**config.mk**
```make
export PLATFORM = sky130hd
export DESIGN_NAME = pcu_ras
export DESIGN_NICKNAME = d
export VERILOG_FILES = /design/src/rtl/mips_pkg.sv /design/src/rtl/ras_stack.sv /design/src/rtl/pcu_ras.sv
export SDC_FILE = /design/constraint.sdc
export NUM_CORES = 1
export LEC_CHECK = 0
export ABC_AREA = 1
export BUFFER_PORTS_ARGS = -buffer_cell sky130_fd_sc_hd__buf_2
export CAP_MARGIN = 20
export CORE_MARGIN = 2
export CORE_UTILIZATION = 45
export CTS_CLUSTER_SIZE = 10
export DETAILED_ROUTE_END_ITERATION = 7
export GPL_TIMING_DRIVEN = 0
export PLACE_DENSITY = 0.68
export SLEW_MARGIN = 10
export SYNTH_ARGS = -nofsm -noshare
export SYNTH_HDL_FRONTEND = slang
export SYNTH_SLANG_ARGS = --single-unit
export TNS_END_PERCENT = 30
```
**constraint.sdc**
```tcl
create_clock -name clk -period 6.6 [get_ports clk]
set_input_delay 0.66 -clock clk [delete_from_list [all_inputs] [get_ports clk]]
set_output_delay 0.66 -clock clk [all_outputs]
set_load 0.005 [all_outputs]
```
**src/rtl/mips_pkg.sv**
```systemverilog
// Shared constants, PC-select encoding and a width helper for the fetch-stage
// PC unit and its return-address stack.
package mips_pkg;

  localparam logic [31:0] RESET_PC = 32'h0000_3000;
  localparam logic [31:0] EXC_VEC  = 32'h0000_4180;

  typedef enum logic [2:0] {
    EXC,
    ERET,
    JMP,
    BR,
    RET,
    HOLD,
    SEQ
  } pc_sel_e;

  function automatic int clog2(input int value);
    int r;
    r = 0;
    while ((1 << r) < value) r = r + 1;
    return r;
  endfunction

endpackage

```
**src/rtl/ras_stack.sv**
```systemverilog
// Circular return-address stack: push, pop, same-cycle replace, saturating
// count. When full, a push silently overwrites the oldest entry.
module ras_stack #(
  parameter int WIDTH = 32,
  parameter int DEPTH = 4
) (
  input  logic             clk,
  input  logic             rst,
  input  logic             push,
  input  logic             pop,
  input  logic [WIDTH-1:0] wdata,
  output logic [WIDTH-1:0] top,
  output logic             empty,
  output logic             full
);
  import mips_pkg::*;

  localparam int PW = clog2(DEPTH);
  localparam logic [PW:0] CNT_MAX = (PW + 1)'(DEPTH);

  logic [PW-1:0]    ptr_q, ptr_d, ptr_inc;
  logic [PW:0]      cnt_q, cnt_d;
  logic [WIDTH-1:0] mem_q [DEPTH];
  logic [WIDTH-1:0] mem_d [DEPTH];
  logic             pop_ok;

  assign pop_ok  = pop & (cnt_q != '0);
  assign ptr_inc = ptr_q + 1'b1;

  always_comb begin
    ptr_d = ptr_q;
    cnt_d = cnt_q;
    mem_d = mem_q;
    if (push && pop_ok) begin
      // call+ret together: the return consumes the old top, the call refills it
      mem_d[ptr_q] = wdata;
    end else if (push) begin
      ptr_d          = ptr_inc;
      mem_d[ptr_inc] = wdata;
      if (cnt_q != CNT_MAX) cnt_d = cnt_q + 1'b1;
    end else if (pop_ok) begin
      ptr_d = ptr_q - 1'b1;
      cnt_d = cnt_q - 1'b1;
    end
  end

  always_ff @(posedge clk) begin
    if (!rst) begin
      ptr_q <= '0;
      cnt_q <= '0;
      for (int i = 0; i < DEPTH; i++) mem_q[i] <= '0;
    end else begin
      ptr_q <= ptr_d;
      cnt_q <= cnt_d;
      mem_q <= mem_d;
    end
  end

  assign top   = mem_q[ptr_q];
  assign empty = (cnt_q == '0);
  assign full  = (cnt_q == CNT_MAX);

endmodule

```
**src/rtl/pcu_ras.sv**
```systemverilog
// Fetch-stage PC unit: fixed-priority next-PC mux, PC and EPC registers, and
// a return-address stack predicting `jr $ra`.
module pcu_ras #(
  parameter int               WIDTH     = 32,
  parameter logic [WIDTH-1:0] RESET_PC  = WIDTH'(mips_pkg::RESET_PC),
  parameter logic [WIDTH-1:0] EXC_VEC   = WIDTH'(mips_pkg::EXC_VEC),
  parameter int               INC       = 4,
  parameter int               RAS_DEPTH = 4
) (
  input  logic             clk,
  input  logic             rst,
  input  logic             stall,
  input  logic             exc_req,
  input  logic [WIDTH-1:0] exc_pc,
  input  logic             eret,
  input  logic             jump,
  input  logic [WIDTH-1:0] jump_addr,
  input  logic             branch_taken,
  input  logic [WIDTH-1:0] branch_addr,
  input  logic             call,
  input  logic [WIDTH-1:0] link_addr,
  input  logic             ret,
  output logic [WIDTH-1:0] pc,
  output logic [WIDTH-1:0] epc,
  output logic             ras_empty,
  output logic             ras_full,
  output logic             ret_hit
);
  import mips_pkg::*;

  localparam logic [WIDTH-1:0] ALIGN = ~(WIDTH'(3));

  logic [WIDTH-1:0] pc_q, pc_d;
  logic [WIDTH-1:0] epc_q, epc_d;
  logic             ret_hit_q, ret_hit_d;
  logic [WIDTH-1:0] ras_top;
  logic             ras_en, ras_push, ras_pop, ret_ok;
  pc_sel_e          sel;

  // Exceptions and ERET freeze the stack; stalls freeze it too so a replayed
  // call/ret is not counted twice.
  assign ras_en   = ~stall & ~exc_req & ~eret;
  assign ras_push = call & ras_en;
  assign ras_pop  = ret & ras_en & ~ras_empty;
  assign ret_ok   = ret & ~stall & ~ras_empty;

  ras_stack #(
    .WIDTH(WIDTH),
    .DEPTH(RAS_DEPTH)
  ) u_ras (
    .clk  (clk),
    .rst  (rst),
    .push (ras_push),
    .pop  (ras_pop),
    .wdata(link_addr),
    .top  (ras_top),
    .empty(ras_empty),
    .full (ras_full)
  );

  always_comb begin
    sel = SEQ;
    if (exc_req)           sel = EXC;
    else if (eret)         sel = ERET;
    else if (jump)         sel = JMP;
    else if (branch_taken) sel = BR;
    else if (ret_ok)       sel = RET;
    else if (stall)        sel = HOLD;
  end

  always_comb begin
    pc_d = pc_q;
    case (sel)
      EXC:     pc_d = EXC_VEC & ALIGN;
      ERET:    pc_d = epc_q;
      JMP:     pc_d = jump_addr & ALIGN;
      BR:      pc_d = branch_addr & ALIGN;
      RET:     pc_d = ras_top & ALIGN;
      HOLD:    pc_d = pc_q;
      SEQ:     pc_d = pc_q + WIDTH'(INC);
      default: pc_d = pc_q;
    endcase
    epc_d     = exc_req ? (exc_pc & ALIGN) : epc_q;
    ret_hit_d = ras_pop;
  end

  always_ff @(posedge clk) begin
    if (!rst) begin
      pc_q      <= RESET_PC;
      epc_q     <= '0;
      ret_hit_q <= 1'b0;
    end else begin
      pc_q      <= pc_d;
      epc_q     <= epc_d;
      ret_hit_q <= ret_hit_d;
    end
  end

  assign pc      = pc_q;
  assign epc     = epc_q;
  assign ret_hit = ret_hit_q;

endmodule

```
==> results of run 1 <==
[kinds of logic (layout without fill, tap and decap cells)]
group	count (synthesis)	after routing	share of synthesized area, %
AOI/OAI and AO/OA	316	316	17.1
xor gates and xnor gates	15	15	1.37
adders and majority gates	10	10	1.39
buffers and inverters	193	414	8.51
DFF	186	186	39.0
muxes	3	3	0.314
other	1	5	0.0392
and+or+nand+nor	737	737	32.3
[path summary, 6_finish.rpt]
kind	slack, ns	from	end
hold reg to reg	0.46	u_ras.mem_q[36]	u_ras.mem_q[36]
setup / recovery	3.64	u_ras.ptr_q[1]	u_ras.mem_q[78]
setup reg to reg	3.64	u_ras.ptr_q[1]	u_ras.mem_q[78]
hold / removal	0.44	exc_pc[3]	epc[3]
[final cells by class]
class / count / area, um^2 / area share, %
inverter: 104 / 398 / 3.48
timing repair buffer: 190 / 951 / 8.31
tap: 275 / 344 / 3.01
antenna: 1 / 2.50 / 0.0219
clock inverter: 12 / 133 / 1.16
clock buffer: 19 / 443 / 3.87
buffer: 89 / 415 / 3.63
sequential: 186 / 3720 / 32.5
multi-input combinational: 1085 / 5030 / 44.0
[cells in the mapped netlist, drive strengths merged]
library cell and instances:
buf 30, nor3b 1, conb 1, mux2i 3, fa 1, o211ai 6, o21bai 4, nand2 223
xnor2 10, clkinv 1, xor2 5, a22oi 1, a32oi 1, nand3 84, a21oi 66, ha 9
and3 1, inv 103, o22ai 10, clkbuf 59, nand4 26, nor3 2, dfxtp 186, nor2 397
nand3b 2, or2 1, o21ai 228
[per-layer routing]
layer | global-route usage (%) | part of all wire [%] | vias to the layer above
met5 | 0 | 0 | -
met4 | 12.1 | 3.3 | 0
met3 | 6.49 | 10 | 74
met2 | 47.2 | 44 | 490
met1 | 41.5 | 42 | 4812
li1 | - | - | 5147
[report_power, final]
part           leakage [nW]  switching (mW)  internal (mW)  total, mW
sequential             1.51          0.0376           1.16       1.19
combinational          3.44           0.205          0.117      0.322
clock                 0.277           0.483          0.542       1.03
total                  5.23           0.726           1.82       2.54
[metrics by stage]
step / utilization [%] / hold slack, ns
6_report: 54.6 / 0.437
5_1_grt: 54.6 / 0.449
4_1_cts: 54.6 / 0.435
3_5_place_dp: 51.8 / 0.448
3_3_place_gp: 51.8 / 0.440
2_1_floorplan: - / 0.422
[registers in the layout (all words and copies together) (netlist names)]
signal and cells:
ret_hit 1, epc 30, u_ras.cnt_q 3, pc 30, u_ras.mem_q 120, u_ras.ptr_q 2
[tightest hold or removal path: cells and delay by family]
kind,cells,cell delay (ns)
AND/OR/NAND/NOR,2,0.11
buffers and inverters,1,0.07
==> flow_summary_export.csv, run 1 <==
group,metric,value,unit
min_path,hold_class,"primary input to register",
sta,hold_viol_final,0,
detailed_routing,drt_wl_total,34.5,mm
sta,max_freq,0.338,GHz
clock_tree,cts_inserted_buffers,17,
synthesis,syn_avg_cell_area,6.54,um^2
layout,drive_gt1_share,16.4,%
place,dpl.hpwl,25.8,mm
sta,relSlewSlack,52.9,%
floorplanning,rows,53,
detailed_routing,ant_nets,0,
place,place_ws,3.42,ns
synthesis,ys_seq_area_share,39.0,%
detailed_routing,first_iter_violations,883,
critical_path,crit_buf_inv,4,
job,max-cap-violations,0,
clock_tree,clk_latency,0.44,ns
layout,stdcell_area,11400,um^2
layout,final_cells,1961,
sta,clock_skew,0.0158,ns
critical_path,cpMostUsedCell,"nand2_1",
critical_path,slowest_delay,0.47,ns
floorplanning,fp.dieArea,22400,um^2
detailed_routing,drtPass1Iterations,5,
grt,track_usage,30.5,%
sta,worst_slew_pin_slew,0.707,ns
critical_path,worst_setup_path_start_kind,"register",
grt,grt_overflow,0,
floorplanning,core_area,21000,um^2
outcome,status,"complete, no violations",
detailed_routing,routedWlPerCell,17.6,um
sta,fin_crit_sh,44.9,%
grt,antenna_found_initial,1,
sta,min_period,2.96,ns
place,postPlaceCellArea,10900,um^2
critical_path,worstPathMaxFanout,13,
sta,tns,0,ns
synthesis,synth_top_area_cell,"dfxtp_1",
place,gp_congestion,0.927,
critical_path,crit_path_end_kind,"register",
detailed_routing,vias,10500,
layout,areaGrowthSynthToFinish,19.7,%
clock_tree,hold_buffers,0,
sta,drv_slew,0,
clock_tree,clk_pin_slew,0.07,ns
synthesis,synth_top_area_share,39.0,%
sta,setup_viol,0,
clock_tree,cts-root-buf,"clkbuf_16",
detailed_routing,route.detailed.drc,0,
pwr,power_density,222,nW/um^2
clock_tree,cts_tree,"yes",
synthesis,synth_cell_types,42,
critical_path,r2r_cells,10,
floorplanning,io_pins,204,
critical_path,required,6.96,ns
min_path,whs_path_depth,3,
sta,rsz0062_at_grt,"false",
pwr,leakagePower,5.23,nW
grt,grt_max_degree,18,
clock_tree,cts_setup_buffers,0,
sta,layout_setup_ws,3.64,ns
clock_tree,cts_sinks,186,
pwr,report.power.total,2.54,mW
synthesis,yosys_warnings,0,
layout,n_fill_cell,2159,
detailed_routing,viasPerCell,5.37,
layout,layout_common_cells,"nor2_1 (390), o21ai_0 (225), nand2_1 (217)",
critical_path,arrival,3.32,ns
critical_path,path_class,"register to register",
grt,first_global_vias,9416,
floorplanning,die_x,150,um
synthesis,synthTopCellsByArea,"dfxtp_1 (39%), nor2_1 (15%), o21ai_0 (12%)",
critical_path,crit_chain,"buf_2 > clkinv_1 > clkbuf_1 > ha_1 > nand2_1 > nand2_1 > nand2_1 > clkbuf_1 > o21ai_0 > nor2_1",
clock_tree,h-tree-depth,4,
grt,grt_pass1_wl,51.9,mm
synthesis,synth_area,9560,um^2
place,place_inst,1929,
clock_tree,ctsResizeCount,0,
place,port_buffers,190,
pwr,max-vdd-ir-drop,0.150,mV
floorplanning,die-height,150,um
synthesis,ys_ff_latch,186,
clock_tree,cts_max_path_buffers,2,
critical_path,path_depth,10,
floorplanning,start_util,45.6,%
critical_path,cpLargestDelayFamily,"buffers and inverters",
synthesis,netlist_instances,1461,
layout,layout_commonest_cell,"nor2_1",
critical_path,cp_slowest_cell,"clkbuf_1",
layout,finalNetCount,1820,
Power figures use the tool's default switching activity.
==> inputs of run 2 (changes only) <==
clock period = 2.8 ns   (was 6.6 ns; I/O delays follow)
==> flow_summary_export.csv, run 2 (synthesis gave the netlist of run 1 again) <==
group,metric,value,unit
layout,finalNetCount,1818,
layout,final_cells,1959,
clock_tree,cts_sinks,186,
detailed_routing,route.detailed.drc,0,
critical_path,r2r-start,"u_ras.cnt_q[0]",
grt,first_global_vias,9416,
critical_path,worst_setup_path_start_kind,"register",
place,place_inst,1929,
clock_tree,ctsResizeCount,3,
detailed_routing,viasPerCell,5.36,
job,max-cap-violations,0,
floorplanning,fp.dieArea,22400,um^2
detailed_routing,drtPass1Iterations,5,
place,gp_congestion,0.927,
detailed_routing,vias,10500,
grt,grt_overflow,0,
clock_tree,cts-root-buf,"clkbuf_16",
sta,setup_viol,0,
floorplanning,io_pins,204,
floorplanning,core_area,21000,um^2
min_path,hold_class,"primary input to register",
critical_path,required,3.17,ns
layout,areaGrowthSynthToFinish,19.9,%
clock_tree,clk_latency,0.44,ns
sta,tns,0,ns
pwr,power_density,523,nW/um^2
layout,largest_register_ff_count,120,
pwr,max-vdd-ir-drop,0.353,mV
floorplanning,die-height,150,um
layout,layout_common_cells,"nor2_1 (389), o21ai_0 (225), nand2_1 (216)",
place,port_buffers,190,
layout,drive_gt1_share,17.2,%
sta,relSlewSlack,53.4,%
sta,rsz0062_at_grt,"true",
sta,min_period,2.67,ns
detailed_routing,routedWlPerCell,17.6,um
floorplanning,start_util,45.6,%
critical_path,crit_path_end_kind,"register",
detailed_routing,first_iter_violations,919,
grt,grt_max_degree,18,
layout,n_fill_cell,2156,
grt,grt_pass1_wl,51.9,mm
sta,hold_viol_final,0,
clock_tree,cts_max_path_buffers,2,
pwr,leakagePower,5.26,nW
layout,largest-register,"u_ras.mem_q",
sta,fin_crit_sh,95.3,%
critical_path,arrival,3.04,ns
critical_path,worstPathMaxFanout,10,
clock_tree,h-tree-depth,4,
critical_path,worstSetupStartpoint,"u_ras.cnt_q[0]",
outcome,status,"complete, no violations",
clock_tree,clk_pin_slew,0.07,ns
sta,drv_slew,0,
pwr,report.power.total,5.99,mW
detailed_routing,drt_wl_total,34.6,mm
critical_path,path_class,"register to register",
clock_tree,cts_tree,"yes",
sta,clock_skew,0.0161,ns
clock_tree,cts_inserted_buffers,17,
place,dpl.hpwl,25.8,mm
sta,max_freq,0.375,GHz
floorplanning,die_x,150,um
grt,track_usage,30.5,%
clock_tree,cts_setup_buffers,0,
sta,worst_slew_pin_slew,0.699,ns
detailed_routing,ant_nets,0,
grt,antenna_found_initial,1,
floorplanning,rows,53,
layout,layout_commonest_cell,"nor2_1",
clock_tree,hold_buffers,0,
min_path,hold_start,"exc_pc[3]",
sta,layout_setup_ws,0.130,ns
place,place_ws,-0.0319,ns
run 2: metrics by stage:
step                      utilization (%)  hold slack, ns  cell area, um^2
after floorplan                         -           0.403             9570
after global placement               51.8           0.440            10900
after detailed placement             51.8           0.448            10900
after CTS                            54.6          0.0549            11400
after global routing                 54.7          0.0695            11500
final                                54.7          0.0580            11500
run 2: final timing paths:
check / to / slack, ns / cells after the start
max: u_ras.mem_q[43] / 0.13 / 12
min reg2reg: u_ras.mem_q[36] / 0.46 / 2
min: epc[3] / 0.06 / 3
max reg2reg: u_ras.mem_q[43] / 0.13 / 12
run 2: power by group:
group | internal (mW) | switching (mW)
clock network | 1.28 | 1.14
logic | 0.276 | 0.482
registers | 2.73 | 0.0893
total | 4.28 | 1.71
run 2: critical path: stages, from the launching register on:
cell and delay (ns):
dfxtp_1 0.41, nor2_1 0.07, nand2_1 0.07, nand2_1 0.19
nor2_1 0.23, ha_1 0.17, clkbuf_1 0.24, mux2i_1 0.23
nor2_1 0.09, inv_1 0.17, clkbuf_1 0.52, nor2_1 0.10
nor2_1 0.12
run 2: area by class of cell:
| type | count | area [um^2] | share of cell area, % |
|---|---|---|---|
| Sequential cell | 186 | 3720 | 32.5 |
| Timing Repair Buffer | 190 | 951 | 8.30 |
| Clock buffer | 19 | 443 | 3.87 |
| Antenna cell | 1 | 2.50 | 0.0218 |
| Multi-Input combinational cell | 1085 | 5040 | 44.0 |
| Tap cell | 275 | 344 | 3.00 |
| Inverter | 104 | 402 | 3.51 |
| Clock inverter | 12 | 133 | 1.16 |
| Buffer | 87 | 422 | 3.68 |
run 2: metal layers:
layer / global-route usage, % / part of all wire [%]
met3: 6.49 / 9.6
met2: 47.2 / 44
met4: 12.1 / 3.1
met5: 0 / 0
met1: 41.5 / 43
